===== src/rtl/multi_btn_debouncer.sv =====
// Multi-channel push-button debouncer: synchroniser, shared sample tick,
// N_STABLE-sample acceptance, clean level plus rise/fall pulses per channel.
module multi_btn_debouncer #(
  parameter int N_BTN       = 4,
  parameter int CLOCK_FREQ  = 100,
  parameter int T_SAMPLE_US = 100,
  parameter int N_STABLE    = 20,
  parameter bit ACTIVE_LOW  = 1'b0
) (
  input  logic             clk,
  input  logic             rst_n,
  input  logic [N_BTN-1:0] btn_in,
  output logic [N_BTN-1:0] btn_level,
  output logic [N_BTN-1:0] btn_rise,
  output logic [N_BTN-1:0] btn_fall,
  output logic             sample_tick
);

  localparam int TICK_DIV = CLOCK_FREQ * T_SAMPLE_US;
  localparam int DIV_W = (TICK_DIV > 1) ? $clog2(TICK_DIV) : 1;
  localparam int CNT_W = $clog2(N_STABLE + 1);

  localparam logic [DIV_W-1:0] DIV_LAST = DIV_W'(TICK_DIV - 1);
  localparam logic [CNT_W-1:0] CNT_LAST = CNT_W'(N_STABLE - 1);

  logic [N_BTN-1:0] x;
  logic [N_BTN-1:0] s1_q, s2_q;

  logic [DIV_W-1:0] div_q, div_d;
  logic             strobe;
  logic             tick_q;

  logic [N_BTN-1:0]            level_q, level_d;
  logic [N_BTN-1:0]            rise_q, rise_d;
  logic [N_BTN-1:0]            fall_q, fall_d;
  logic [N_BTN-1:0][CNT_W-1:0] cnt_q, cnt_d;

  assign x = ACTIVE_LOW ? ~btn_in : btn_in;

  // With TICK_DIV=1 the counter sits at 0 == DIV_LAST, so strobe is constant.
  assign strobe = (div_q == DIV_LAST);

  always_comb begin
    div_d = strobe ? '0 : div_q + 1'b1;
  end

  always_comb begin
    level_d = level_q;
    cnt_d   = cnt_q;
    rise_d  = '0;
    fall_d  = '0;
    if (strobe) begin
      for (int i = 0; i < N_BTN; i++) begin
        if (s2_q[i] == level_q[i]) begin
          cnt_d[i] = '0;
        end else if (cnt_q[i] == CNT_LAST) begin
          level_d[i] = s2_q[i];
          cnt_d[i]   = '0;
          rise_d[i]  = s2_q[i];
          fall_d[i]  = ~s2_q[i];
        end else begin
          cnt_d[i] = cnt_q[i] + 1'b1;
        end
      end
    end
  end

  always_ff @(posedge clk) begin
    if (!rst_n) begin
      s1_q    <= '0;
      s2_q    <= '0;
      div_q   <= '0;
      tick_q  <= 1'b0;
      level_q <= '0;
      rise_q  <= '0;
      fall_q  <= '0;
      cnt_q   <= '0;
    end else begin
      s1_q    <= x;
      s2_q    <= s1_q;
      div_q   <= div_d;
      tick_q  <= strobe;
      level_q <= level_d;
      rise_q  <= rise_d;
      fall_q  <= fall_d;
      cnt_q   <= cnt_d;
    end
  end

  assign btn_level   = level_q;
  assign btn_rise    = rise_q;
  assign btn_fall    = fall_q;
  assign sample_tick = tick_q;

endmodule


===== config.mk =====
export PLATFORM = sky130hd
export DESIGN_NAME = multi_btn_debouncer
export DESIGN_NICKNAME = d
export VERILOG_FILES = /design/src/rtl/multi_btn_debouncer.sv
export SDC_FILE = /design/constraint.sdc
export NUM_CORES = 1
export LEC_CHECK = 0
export BUFFER_PORTS_ARGS = -buffer_cell sky130_fd_sc_hd__buf_4
export CAP_MARGIN = 20
export CORE_AREA = 10 10 84 86
export DETAILED_ROUTE_END_ITERATION = 16
export DIE_AREA = 0 0 94 96
export PLACE_DENSITY = 0.7
export SLEW_MARGIN = 10
export SYNTH_ARGS = -nofsm -noshare
export SYNTH_HDL_FRONTEND = slang
export SYNTH_SLANG_ARGS = --single-unit

===== constraint.sdc =====
create_clock -name clk -period 5.64 [get_ports clk]
set_clock_uncertainty 0.2 [all_clocks]
set_input_delay 1.692 -clock clk [delete_from_list [all_inputs] [get_ports clk]]
set_output_delay 1.692 -clock clk [all_outputs]
set_load 0.005 [all_outputs]

==> flow_summary.yaml <==
route:
  routed_via_density: 5.418
  detail-route-antenna-nets: 0
  drt_wl_total_um: 4258
  routed-via-count: 1853
  drtIter0Drc: 120
  route.detailed.drc: 0
  drt-pass1-iter-count: 4
  wire_per_inst_um: 12.45
clock_tree:
  post-cts-setup-buffers: 0
  cts.repair.resized: 0
  skew_pair_late_insertion_delay_ps: 300
  cts_hold_repair.buffers: 0
  clkSlewWorstSetupHoldPaths_ps: 80
  cts_made_buffers: 5
  cts_max_path_buffers: 2
  number_of_levels_in_the_clock_h_tree: 2
  tritoncts: "yes"
  numClockSinks: 55
  cts_root_buffer: "sky130_fd_sc_hd__clkbuf_8"
die:
  floorplan.die_area_um2: 9024
  floorplan.initialDensity_pct: 44.00
  placement_rows: 27
  fp.coreArea_um2: 5405
  die-width_um: 94
  dieHeight_um: 96
  io_pins: 19
worst_setup_path:
  crit_path_start_kind: "input pin"
  timing_worst_setup_path_type: "input pin to flip-flop"
  timing.critical_path.arrival_ps: 2870
  critPathMaxFanout: 40
  timing.reg2reg.worst_path_depth: 4
  worstSetupEndpointType: "flip-flop"
  timing.critical_path.required_ps: 5640
sta:
  worst_slew_margin_rel_pct: 53.41
  layout_worst_path_cycle_share_pct: 50.86
  report.final.setup_viol: 0
  slew_viol_final: 0
  worst_slew_pin_slew_ps: 698.1
  fin_setup_tns_ps: 0
  fmax_ghz: 0.3486
  timing.final.hold_violations: 0
  period_needed_ps: 2868
  grt_setup_unrepaired: "no"
yosys:
  sequential_cell_area_fraction_in_the_yosys_report_pct: 46.29
  register_bit_count_reported_by_yosys: 55
  synth.lib_cells_used.distinct: 36
  mappedNetlistNets: 270
  post_synth_inst_count: 259
  yosys_warnings: 0
  syn_area_per_cell_um2: 9.184
  post_synth_instance_area_um2: 2379
final_layout:
  number_of_nets_in_the_finished_design: 282
  areaGrowthSynthToFinish_pct: 10.57
  finish.utilization_pct: 48.66
  fillCellCount: 527
  n_antenna_cell: 0
  drive_gt1_share_pct: 11.48
  post_layout_nonfiller_instances: 342
grt:
  global_route_wire_length_before_repair_um: 7548
  number_of_antenna_violations_at_the_first_check_in_global_routing: 0
  grt_max_degree: 41
  track_usage_pct: 10.24
  gr-total-overflow: 0
  grt_pass1_vias: 1700
worst_hold_path:
  min-delay-path-class: "flip-flop to flip-flop"
  min_delay_path_depth: 1
place:
  place_congestion: 0.7536
  dpl.hpwl_um: 2847
  port_buffers: 18
  dpl.cell_count: 336
run:
  max_capacitance_violation_total: 0
power_and_ir_drop:
  p_per_area_nw_per_um2: 231.5
  vdd_drop_max_uv: 136.1
  p_leak_nw: 0.9712
run_status:
  run_status: "complete, no violations"
-- placed cells by master (no fill, tap or decap), types with 5 or more instances in the layout --
cell                        n
sky130_fd_sc_hd__nand3_1   26
sky130_fd_sc_hd__buf_4     19
sky130_fd_sc_hd__and2_1     9
sky130_fd_sc_hd__nand2_1   18
sky130_fd_sc_hd__dfxtp_1   55
sky130_fd_sc_hd__o32ai_1    6
sky130_fd_sc_hd__a21oi_1   12
sky130_fd_sc_hd__clkbuf_8   5
sky130_fd_sc_hd__o21ai_0   11
sky130_fd_sc_hd__xor2_1    12
sky130_fd_sc_hd__xnor2_1    7
sky130_fd_sc_hd__inv_1      9
sky130_fd_sc_hd__nand3b_1   7
sky130_fd_sc_hd__nor3b_1    8
sky130_fd_sc_hd__ha_1       5
sky130_fd_sc_hd__nor2_1    19
-- cells by family after synthesis --
| group | after synthesis | share of synthesized area [%] |
|---|---|---|
| AND/OR/NAND/NOR | 108 | 25.72 |
| flip-flops | 55 | 46.29 |
| AO/OA/AOI/OAI | 49 | 14.41 |
| buffers and inverters | 23 | 3.945 |
| XOR/XNOR | 19 | 6.996 |
| adder cells (fa/ha/maj) | 5 | 2.630 |
-- registers in the layout, indices dropped and copies added (netlist names) --
signal / cells
btn_level: 4
sample_tick: 1
btn_rise: 4
s1_q: 4
btn_fall: 4
s2_q: 4
div_q: 14
cnt_q: 20
-- power breakdown --
part | internal (mW) | switching, mW | total (mW)
Combinational | 0.00713 | 0.0116 | 0.0188
Sequential | 0.392 | 0.00362 | 0.396
Clock | 0.0830 | 0.111 | 0.194
Total | 0.483 | 0.126 | 0.609
-- through the flow --
stage	worst slack (ps)	instance area, um2	hold slack (ps)	total power [mW]
6_report	2772	2630	236.5	0.6088
5_1_grt	2656	2630	252.8	0.6354
4_1_cts	2772	2630	243.1	0.6183
3_5_place_dp	2446	2557	220.7	0.4241
3_3_place_gp	2501	2557	216.2	0.4236
2_1_floorplan	2957	2379	211.9	0.4183
-- worst max-delay path: stages --
cell                      delay (ps)
sky130_fd_sc_hd__buf_4           330
sky130_fd_sc_hd__inv_1           420
sky130_fd_sc_hd__o41ai_1         430
-- path summary, 6_finish.rpt --
check	startpoint	endpoint	slack (ps)
worst max-delay path	rst_n	cnt_q[18]$_SDFFE_PN0N_	2770
worst min-delay path	s1_q[2]$_SDFF_PN0_	s2_q[2]$_SDFF_PN0_	240
worst max register to register	div_q[5]$_SDFF_PP0_	cnt_q[18]$_SDFFE_PN0N_	3050
worst min register to register	s1_q[2]$_SDFF_PN0_	s2_q[2]$_SDFF_PN0_	240
-- final cells by class --
type / instances / area, um2 / area share [%]
repair buffers: 19 / 142.6 / 5.423
flip-flops and latches: 55 / 1101 / 41.87
well taps: 72 / 90.09 / 3.425
inverters: 9 / 33.78 / 1.284
multi-input cells: 181 / 1190 / 45.24
clock buffers: 6 / 72.57 / 2.759
-- synth_stat cells --
cell type | number | area, um2
sky130_fd_sc_hd__a211o_1 | 2 | 17.52
sky130_fd_sc_hd__a21oi_1 | 12 | 60.06
sky130_fd_sc_hd__a22oi_1 | 4 | 30.03
sky130_fd_sc_hd__a41o_1 | 4 | 40.04
sky130_fd_sc_hd__and2_1 | 9 | 56.30
sky130_fd_sc_hd__and3_1 | 2 | 12.51
sky130_fd_sc_hd__and4_1 | 3 | 26.28
sky130_fd_sc_hd__buf_6 | 1 | 11.26
sky130_fd_sc_hd__clkbuf_1 | 13 | 48.80
sky130_fd_sc_hd__dfxtp_1 | 55 | 1101
sky130_fd_sc_hd__ha_1 | 5 | 62.56
sky130_fd_sc_hd__inv_1 | 9 | 33.78
sky130_fd_sc_hd__nand2_1 | 18 | 67.56
sky130_fd_sc_hd__nand3_1 | 26 | 130.1
sky130_fd_sc_hd__nand3b_1 | 7 | 52.55
sky130_fd_sc_hd__nand4_1 | 4 | 25.02
sky130_fd_sc_hd__nand4b_1 | 2 | 17.52
sky130_fd_sc_hd__nor2_1 | 19 | 71.32
sky130_fd_sc_hd__nor3b_1 | 8 | 60.06
sky130_fd_sc_hd__nor4_1 | 1 | 6.260
sky130_fd_sc_hd__nor4b_1 | 2 | 17.52
sky130_fd_sc_hd__nor4bb_1 | 2 | 20.02
sky130_fd_sc_hd__o211ai_1 | 2 | 15.01
sky130_fd_sc_hd__o21ai_0 | 11 | 55.05
sky130_fd_sc_hd__o21ai_1 | 1 | 5.000
sky130_fd_sc_hd__o31ai_1 | 4 | 30.03
sky130_fd_sc_hd__o31ai_2 | 1 | 12.51
sky130_fd_sc_hd__o32ai_1 | 6 | 52.55
sky130_fd_sc_hd__o41ai_1 | 1 | 8.760
sky130_fd_sc_hd__o41ai_2 | 1 | 16.27
sky130_fd_sc_hd__or3_1 | 1 | 6.260
sky130_fd_sc_hd__or3_4 | 1 | 11.26
sky130_fd_sc_hd__or3b_2 | 1 | 8.760
sky130_fd_sc_hd__or4_4 | 2 | 22.52
sky130_fd_sc_hd__xnor2_1 | 7 | 61.31
sky130_fd_sc_hd__xor2_1 | 12 | 105.1
-- routing by layer --
metal	GRT usage [%]	wire [um]
met3	3.346	191
met1	12.15	2100
met5	0	0
met2	16.59	1891
met4	4.557	75
No activity file was read; power rests on OpenSTA's default activity.
